==> src/rtl/fft_bfly_tw_if.sv <==
// Butterfly port bundle: upstream operands, twiddle ROM link, downstream
// results and the saturation status pair. The master drives operands, the
// ROM data and out_ready; the slave is the butterfly itself.
interface fft_bfly_tw_if #(
   parameter int DATA_W = 16
);
   logic              in_valid;
   logic              in_ready;
   logic [DATA_W-1:0] in_a_re;
   logic [DATA_W-1:0] in_a_im;
   logic [DATA_W-1:0] in_b_re;
   logic [DATA_W-1:0] in_b_im;
   logic [3:0]        in_tw_idx;
   logic [3:0]        tw_addr;
   logic [15:0]       tw;
   logic              out_valid;
   logic              out_ready;
   logic [DATA_W-1:0] out_x0_re;
   logic [DATA_W-1:0] out_x0_im;
   logic [DATA_W-1:0] out_x1_re;
   logic [DATA_W-1:0] out_x1_im;
   logic              sat_flag;
   logic              sat_clr;

   modport master (
      output in_valid, in_a_re, in_a_im, in_b_re, in_b_im, in_tw_idx,
      output tw, out_ready, sat_clr,
      input  in_ready, tw_addr, out_valid,
      input  out_x0_re, out_x0_im, out_x1_re, out_x1_im, sat_flag
   );

   modport slave (
      input  in_valid, in_a_re, in_a_im, in_b_re, in_b_im, in_tw_idx,
      input  tw, out_ready, sat_clr,
      output in_ready, tw_addr, out_valid,
      output out_x0_re, out_x0_im, out_x1_re, out_x1_im, sat_flag
   );
endinterface

==> src/rtl/fft_bfly_tw.sv <==
// Three-stage radix-2 DIT butterfly with twiddle ROM lookup.
// S1 captures operands and issues the ROM address, S2 forms P = W*B in Q1.7
// (twiddle arrives combinationally from the ROM), S3 forms (A +/- P)/2 with
// saturation. A single enable stalls the whole pipe under backpressure.
module fft_bfly_tw #(
   parameter int DATA_W = 16
) (
   input  logic           clk,
   input  logic           rst_n,
   fft_bfly_tw_if.slave   bus
);
   localparam int PRODW = DATA_W + 8;   // 16x8 product
   localparam int SUMW  = DATA_W + 9;   // sum of two products
   localparam int PW    = DATA_W + 2;   // P after >>> 7
   localparam int SW    = DATA_W + 3;   // A +/- P
   localparam int HW    = DATA_W + 2;   // (A +/- P) >>> 1 before clipping
   localparam logic [DATA_W-1:0] MAX_VAL = {1'b0, {(DATA_W-1){1'b1}}};
   localparam logic [DATA_W-1:0] MIN_VAL = {1'b1, {(DATA_W-1){1'b0}}};

   logic w_en;

   // Index 0 = real, 1 = imaginary
   logic                     r_s1_valid;
   logic signed [DATA_W-1:0] r_s1_a [2];
   logic signed [DATA_W-1:0] r_s1_b [2];
   logic [3:0]               r_tw_addr;

   logic                     r_s2_valid;
   logic signed [DATA_W-1:0] r_s2_a [2];
   logic signed [PW-1:0]     r_s2_p [2];

   logic                     r_out_valid;
   logic [DATA_W-1:0]        r_out [4];   // x0_re, x0_im, x1_re, x1_im
   logic                     r_sat_flag;

   logic signed [7:0]        w_c;
   logic signed [7:0]        w_s;
   logic signed [PRODW-1:0]  w_br_c, w_bi_s, w_bi_c, w_br_s;
   logic signed [SUMW-1:0]   w_sum_re, w_sum_im;
   logic [3:0]               w_clip;
   logic [DATA_W-1:0]        w_x_sat [4];

   // The pipe advances whenever the output slot is empty or being drained
   assign w_en = ~r_out_valid | bus.out_ready;

   assign bus.in_ready  = w_en;
   assign bus.tw_addr   = r_tw_addr;
   assign bus.out_valid = r_out_valid;
   assign bus.out_x0_re = r_out[0];
   assign bus.out_x0_im = r_out[1];
   assign bus.out_x1_re = r_out[2];
   assign bus.out_x1_im = r_out[3];
   assign bus.sat_flag  = r_sat_flag;

   // S1: capture operands and present the twiddle index to the ROM
   always_ff @(posedge clk or negedge rst_n) begin
      if (!rst_n) begin
         r_s1_valid <= 1'b0;
         r_tw_addr  <= '0;
         for (int i = 0; i < 2; i++) begin
            r_s1_a[i] <= '0;
            r_s1_b[i] <= '0;
         end
      end else if (w_en) begin
         r_s1_valid <= bus.in_valid;
         r_tw_addr  <= bus.in_tw_idx;
         r_s1_a[0]  <= bus.in_a_re;
         r_s1_a[1]  <= bus.in_a_im;
         r_s1_b[0]  <= bus.in_b_re;
         r_s1_b[1]  <= bus.in_b_im;
      end
   end

   // ROM answers for the address registered in S1, so it pairs with S1's B
   assign w_c = bus.tw[15:8];
   assign w_s = bus.tw[7:0];

   assign w_br_c   = PRODW'(r_s1_b[0]) * PRODW'(w_c);
   assign w_bi_s   = PRODW'(r_s1_b[1]) * PRODW'(w_s);
   assign w_bi_c   = PRODW'(r_s1_b[1]) * PRODW'(w_c);
   assign w_br_s   = PRODW'(r_s1_b[0]) * PRODW'(w_s);
   assign w_sum_re = SUMW'(w_br_c) + SUMW'(w_bi_s);
   assign w_sum_im = SUMW'(w_bi_c) - SUMW'(w_br_s);

   // S2: register P = W*B (Q1.7 scaling removed, floor) and delay A
   always_ff @(posedge clk or negedge rst_n) begin
      if (!rst_n) begin
         r_s2_valid <= 1'b0;
         for (int i = 0; i < 2; i++) begin
            r_s2_a[i] <= '0;
            r_s2_p[i] <= '0;
         end
      end else if (w_en) begin
         r_s2_valid <= r_s1_valid;
         r_s2_a[0]  <= r_s1_a[0];
         r_s2_a[1]  <= r_s1_a[1];
         r_s2_p[0]  <= PW'(w_sum_re >>> 7);
         r_s2_p[1]  <= PW'(w_sum_im >>> 7);
      end
   end

   // Per output component: halve (A +/- P) with floor, then clip to DATA_W
   for (genvar gi = 0; gi < 4; gi++) begin : g_comp
      localparam int CI = gi % 2;
      logic signed [SW-1:0] w_full;
      logic signed [HW-1:0] w_half;
      logic [2:0]           w_top;

      if (gi < 2) begin : g_add
         assign w_full = SW'(r_s2_a[CI]) + SW'(r_s2_p[CI]);
      end else begin : g_sub
         assign w_full = SW'(r_s2_a[CI]) - SW'(r_s2_p[CI]);
      end

      assign w_half      = HW'(w_full >>> 1);
      assign w_top       = w_half[HW-1:DATA_W-1];
      assign w_clip[gi]  = ~((&w_top) | ~(|w_top));
      assign w_x_sat[gi] = w_clip[gi] ? (w_top[2] ? MIN_VAL : MAX_VAL)
                                      : w_half[DATA_W-1:0];
   end

   // S3: register the saturated results
   always_ff @(posedge clk or negedge rst_n) begin
      if (!rst_n) begin
         r_out_valid <= 1'b0;
         for (int i = 0; i < 4; i++) r_out[i] <= '0;
      end else if (w_en) begin
         r_out_valid <= r_s2_valid;
         for (int i = 0; i < 4; i++) r_out[i] <= w_x_sat[i];
      end
   end

   // Sticky clip indicator; a new clip in the same cycle beats a clear
   always_ff @(posedge clk or negedge rst_n) begin
      if (!rst_n)
         r_sat_flag <= 1'b0;
      else if (w_en && r_s2_valid && (|w_clip))
         r_sat_flag <= 1'b1;
      else if (bus.sat_clr)
         r_sat_flag <= 1'b0;
   end
endmodule

==> src/flat_wrapper.sv <==
// flat-port wrapper written by rule: the top's interface ports become plain ports
module fft_bfly_tw_flat 
#(
   parameter int DATA_W = 16
)
  (clk, rst_n, bus_in_valid, bus_in_a_re, bus_in_a_im, bus_in_b_re, bus_in_b_im, bus_in_tw_idx, bus_tw, bus_out_ready, bus_sat_clr, bus_in_ready, bus_tw_addr, bus_out_valid, bus_out_x0_re, bus_out_x0_im, bus_out_x1_re, bus_out_x1_im, bus_sat_flag);
  fft_bfly_tw_if #(.DATA_W(DATA_W)) bus_i ();
  input  logic clk;
  input  logic rst_n;
  input wire logic [$bits(bus_i.in_valid)-1:0] bus_in_valid;
  input wire logic [$bits(bus_i.in_a_re)-1:0] bus_in_a_re;
  input wire logic [$bits(bus_i.in_a_im)-1:0] bus_in_a_im;
  input wire logic [$bits(bus_i.in_b_re)-1:0] bus_in_b_re;
  input wire logic [$bits(bus_i.in_b_im)-1:0] bus_in_b_im;
  input wire logic [$bits(bus_i.in_tw_idx)-1:0] bus_in_tw_idx;
  input wire logic [$bits(bus_i.tw)-1:0] bus_tw;
  input wire logic [$bits(bus_i.out_ready)-1:0] bus_out_ready;
  input wire logic [$bits(bus_i.sat_clr)-1:0] bus_sat_clr;
  output wire logic [$bits(bus_i.in_ready)-1:0] bus_in_ready;
  output wire logic [$bits(bus_i.tw_addr)-1:0] bus_tw_addr;
  output wire logic [$bits(bus_i.out_valid)-1:0] bus_out_valid;
  output wire logic [$bits(bus_i.out_x0_re)-1:0] bus_out_x0_re;
  output wire logic [$bits(bus_i.out_x0_im)-1:0] bus_out_x0_im;
  output wire logic [$bits(bus_i.out_x1_re)-1:0] bus_out_x1_re;
  output wire logic [$bits(bus_i.out_x1_im)-1:0] bus_out_x1_im;
  output wire logic [$bits(bus_i.sat_flag)-1:0] bus_sat_flag;
  assign bus_i.in_valid = bus_in_valid;
  assign bus_i.in_a_re = bus_in_a_re;
  assign bus_i.in_a_im = bus_in_a_im;
  assign bus_i.in_b_re = bus_in_b_re;
  assign bus_i.in_b_im = bus_in_b_im;
  assign bus_i.in_tw_idx = bus_in_tw_idx;
  assign bus_i.tw = bus_tw;
  assign bus_i.out_ready = bus_out_ready;
  assign bus_i.sat_clr = bus_sat_clr;
  assign bus_in_ready = bus_i.in_ready;
  assign bus_tw_addr = bus_i.tw_addr;
  assign bus_out_valid = bus_i.out_valid;
  assign bus_out_x0_re = bus_i.out_x0_re;
  assign bus_out_x0_im = bus_i.out_x0_im;
  assign bus_out_x1_re = bus_i.out_x1_re;
  assign bus_out_x1_im = bus_i.out_x1_im;
  assign bus_sat_flag = bus_i.sat_flag;
  fft_bfly_tw #(.DATA_W(DATA_W)) u_core (.clk(clk), .rst_n(rst_n), .bus(bus_i));
endmodule
==> config.mk <==
export PLATFORM = sky130hd
export DESIGN_NAME = fft_bfly_tw_flat
export DESIGN_NICKNAME = d
export VERILOG_FILES = /design/src/rtl/fft_bfly_tw_if.sv /design/src/rtl/fft_bfly_tw.sv /design/src/flat_wrapper.sv
export SDC_FILE = /design/constraint.sdc
export NUM_CORES = 2
export LEC_CHECK = 0
export ABC_CLOCK_PERIOD_IN_PS = 8300
export CELL_PAD_IN_SITES_DETAIL_PLACEMENT = 0
export CELL_PAD_IN_SITES_GLOBAL_PLACEMENT = 1
export CORE_UTILIZATION = 46
export DETAILED_ROUTE_END_ITERATION = 8
export PLACE_DENSITY = 0.88
export SETUP_SLACK_MARGIN = 0.4
export SYNTH_ARGS = -nofsm -noshare
export SYNTH_HDL_FRONTEND = slang
export SYNTH_SLANG_ARGS = --single-unit
==> constraint.sdc <==
create_clock -name clk -period 8.3 [get_ports clk]
set_clock_uncertainty 0.05 [all_clocks]
set_input_delay 1.66 -clock clk [delete_from_list [all_inputs] [get_ports clk]]
set_output_delay 1.66 -clock clk [all_outputs]
set_load 0.02 [all_outputs]
Yosys cells after proc, flatten, opt, wreduce, memory -nomap -nowiden
Cells that the tools add are included.
{ "word_totals": {"register_bits": 204, "latchBits": 0, "ram_bits": 0, "romBits": 0, "in_bits": 89, "out_inout_bits": 71, "word_cells": 63, "mem_count": 0} }
{ "classes": {"n_addsub": 6, "mul": 4, "n_div": 0, "order_cmp": 0, "eq_ne": 0, "n_shift": 0, "mux": 10, "bitwise": 14, "reduce_logical": 12} }
{ "op_table": {"columns": ["cell", "count"], "rows": [
  ["16-bit 2-to-1 mux", 8],
  ["16-bit by 8-bit multiplier with 24-bit output", 4],
  ["16-bit by 18-bit adder with 19-bit output", 2],
  ["16-bit by 18-bit subtractor with 19-bit output", 2],
  ["24-bit by 24-bit adder with 25-bit output", 1],
  ["24-bit by 24-bit subtractor with 25-bit output", 1],
  ["3-bit AND reduction", 4],
  ["3-bit OR reduction", 4],
  ["1-bit NOT", 9],
  ["1-bit bitwise OR", 5],
  ["4-bit OR reduction", 1],
  ["1-bit logical AND", 2],
  ["1-bit 2-to-1 mux", 2],
  ["2-bit nonzero test", 1]
]} }

Longest topological paths before layout
{ "logic_depth": {"word_depth": 8, "ltp_mapped": 25} }

Least setup slack after synthesis
Ideal clock, no wire load.
{ "synth_path": {"path_kind": "input-to-reg", "start": "input bus_tw[15]", "end": "register u_core.r_s2_p[17] (netlist bit)", "setup_time_ns": 0.125, "t_arrival_ns": 7.333, "required_ns": 8.125, "path_slack_ns": 0.793, "stages": 23, "path_cell_list": "inv_1 -> clkbuf_1 -> nor2_1 -> fa_1 -> inv_1 -> fa_1 -> fa_1 -> inv_1 -> fa_1 -> fa_1 -> inv_1 -> fa_1 -> inv_1 -> ha_1 -> o21ai_0 -> a21boi_0 -> o21ai_0 -> a2111oi_0 -> nor3_1 -> o31ai_1 -> a21oi_1 -> xnor2_1 -> mux2_2"} }
{ "synth_via": {"elab_chain_cells": 2} }
{ "synth_rtl": {"columns": ["item", "line_no", "text"], "rows": [
  ["start, declared", "flat_wrapper.sv:16", "input wire logic [$bits(bus_i.tw)-1:0] bus_tw;"],
  ["16-bit by 8-bit multiplier with 24-bit output", "fft_bfly_tw.sv:80", "assign w_bi_c = PRODW'(r_s1_b[1]) * PRODW'(w_c);"],
  ["24-bit by 24-bit subtractor with 25-bit output", "fft_bfly_tw.sv:83", "assign w_sum_im = SUMW'(w_bi_c) - SUMW'(w_br_s);"],
  ["end, declared", "fft_bfly_tw.sv:30", "logic signed [PW-1:0] r_s2_p [2];"]
]} }
Every way passes these cells.
A chain may end at the register's enable or synchronous reset.

Worst setup path after layout
{ "layout_path": {"start": "input bus_tw[13]", "end": "register u_core.r_s2_p[17] (netlist bit)"} }
The elaborated chain is that of the path after synthesis.

==> impl_metrics.toml <==
[detailed_routing]
vias = 22000
wl_per_cell_um = 17.3
ant_nets = 0
vias_per_cell = 5.11
drt-initial-drc-count = 1443
totalWireLength_um = 74400
drc_errors = 0
firstDrtPassIters = 5

[yosys]
synth_nets = 4137
netlist_top_cells_count = "inv_1 (626), nand2_1 (587), fa_1 (505), and2_1 (243), ha_1 (213)"
synth_top_area_share_pct = 34.3
synth_edf_count = 0
yosysTopAreaCell = "fa_1"
synth.distinct_cells = 76
synthTopCellsByArea = "fa_1 (34%), dfrtp_1 (17%), ha_1 (9.0%)"
yosysMostFrequentCell = "inv_1"
synth_area_per_cell_sq_um = 8.86
yosys_warnings = 0
syn_inst = 3330
mappedNetlistArea_sq_um = 29500
async_flop_share_pct = 100
ys_seq_elements = 204
synth-main-ff-cell = "dfrtp_1"
synth_seq_area_share_pct = 17.3

[placement]
portBuffers = 159
dpl_cell_area_sq_um = 32200
dp.cells = 4257
gp_congestion = 0.936
dp_hpwl_um = 59100

[job]
maxCapViolCount = 0

[sta]
fin_crit_sh_pct = 91.1
rsz0062_at_grt = "yes"
tns_ns = 0
max_freq_ghz = 0.132
maxSlewViolCount = 0
timing_hold_violations_final = 0
finalCriticalPeriod_ns = 7.56
relSlewSlack_pct = 29.2
tightestPinTransition_ns = 1.06
finalSetupViolations = 0

[global_routing]
antenna_found_initial = 0
overflow = 0
grt_max_degree = 112
grt_use_total_pct = 24.1
grt_pass1_wl_um = 122000
grt_pass1_vias = 22700

[finish]
drive_gt1_share_pct = 4.34
final_cells = 4304
final_area_sq_um = 33100
area_growth_syn_to_layout_pct = 12.2
nets = 4246
fillers = 5866
diodes = 0

[cts]
cts_tree = "yes"
cts_resized = 0
clkSinkCount = 204
cts_buffers = 26
path_clk_slew_ns = 0.05
cts-root-buf = "clkbuf_16"
htreeDepth = 1
cts_buffer_depth = 3
post_cts_buffers = 0
hold_buffers = 0
worstSkewPairLatency_ns = 0.57

[critical_path]
worstPathCellList = "clkdlybuf4s50_1 -> buf_4 -> nand2_1 -> fa_1 -> fa_1 -> inv_1 -> fa_1 -> fa_1 -> fa_1 -> inv_1 -> fa_1 -> inv_1 -> ha_1 -> o21ai_0 -> a21boi_0 -> o21ai_0 -> buf_4 -> a2111oi_2 -> nor3_1 -> o31ai_1 -> a21oi_1 -> xnor2_1 -> mux2_2"
cp_top_family = "adder cells"
cp-start-kind = "input pin"
slowest_stage = "fa_1"
reg2reg_from = "u_core.r_s1_b[6]"
critPathKind = "input pin to flop"
arrival_ns = 7.97
critPathRequiredTime_ns = 8.70
startpoint = "bus_tw[13]"
end_kind = "flop"
critical_path_buf_inv_count = 6
max_stage_delay_ns = 0.59
cp_common_cell = "fa_1"
crit_path_max_fanout = 7

[status]
status = "finished, final reports clean"

[die]
rows = 92
coreArea_sq_um = 63200
io_pins = 160
die_width_um = 255
start_util_pct = 46.7
die_h_um = 255
fp.dieArea_sq_um = 65200

[worst_hold_path]
hp-start = "u_core.bus.tw_addr[3]"
holdCritPathClass = "flop to flop"
[flip-flops by register name, summed over array words and instances (netlist names)]
signal,count
u_core.bus.sat_flag,1
u_core.bus.out_x1_im,16
u_core.bus.out_x0_re,16
u_core.bus.out_x1_re,16
u_core.r_s1_a,32
u_core.bus.tw_addr,4
u_core.r_s1_valid,1
u_core.bus.out_x0_im,16
u_core.r_s1_b,32
u_core.r_s2_valid,1
u_core.bus.out_valid,1
u_core.r_s2_p,36
u_core.r_s2_a,32
[final cells by class]
type	count	area (sq um)	area share, %
Multi-Input combinational cell	2342	21400	64.7
Sequential cell	204	5100	15.4
Inverter	629	2370	7.15
Timing Repair Buffer	236	2290	6.92
Tap cell	846	1060	3.20
Clock buffer	35	714	2.16
Clock inverter	12	146	0.442
[per-stage QoR]
step           setup slack [ns]  hold WS (ns)  util, %
5_1_grt                   0.356         0.443     52.4
3_3_place_gp              0.160         0.401     51.0
2_1_floorplan             0.793         0.389        -
4_1_cts                   0.475         0.416     52.4
3_5_place_dp             -0.132         0.405     51.0
6_report                  0.735         0.413     52.4
[cells by family after synthesis]
kind of cell,Yosys count,share of synthesized area (%)
simple gates,1154,18.0
buf+inv,784,10.2
fa+ha+maj,718,43.3
compound gates,363,8.06
flops,204,17.3
xor+xnor,103,3.06
mux,4,0.144
[cells in the final DEF (no fill, tap or decap), types with 10 or more instances in the layout]
cell type	count
and2_1	243
a21o_1	30
ha_1	213
nor2b_1	19
nor2_1	178
a31oi_1	14
clkbuf_16	26
nand2b_1	37
o22a_1	17
or3_1	10
o21a_1	10
o21bai_1	10
a21oi_1	128
dfrtp_1	204
nand3_1	15
o32a_1	15
fa_1	505
xnor2_1	83
buf_4	68
o31ai_1	15
o21ai_0	66
inv_1	626
clkdlybuf4s50_1	157
nor3_1	19
xor2_1	20
nand2_1	587
[worst reg2reg max path, delay by kind of cell (launching register included)]
kind                       cells  cell delay [ns]
AOI/OAI and AO/OA              6             1.31
adders and majority gates      7             3.32
xor gates and xnor gates       1             0.13
DFF                            1             0.85
buffers and inverters          4             0.30
muxes                          1             0.27
and+or+nand+nor                2             0.35
[final timing paths]
path / end / slack, ns / depth (start not counted)
max: u_core.r_s2_p[17] / 0.74 / 23
min: u_core.bus.tw_addr[3] / 0.41 / 2
max reg2reg: u_core.r_s2_p[17] / 1.58 / 21
min reg2reg: u_core.bus.tw_addr[3] / 0.41 / 2
max in group asynchronous: u_core.r_s2_p[2] / 5.76 / 2
min in group asynchronous: u_core.r_s1_a[3] / 1.04 / 1
[per-layer routing]
| metal | track usage, % | wire, um |
|---|---|---|
| met5 | 0 | 0 |
| met4 | 7.24 | 2510 |
| met3 | 2.83 | 3630 |
| met2 | 40.0 | 35900 |
| met1 | 33.0 | 32300 |
Power is not shown: default switching activity piles up to over one toggle a cycle in this logic, so the estimate is an artifact.
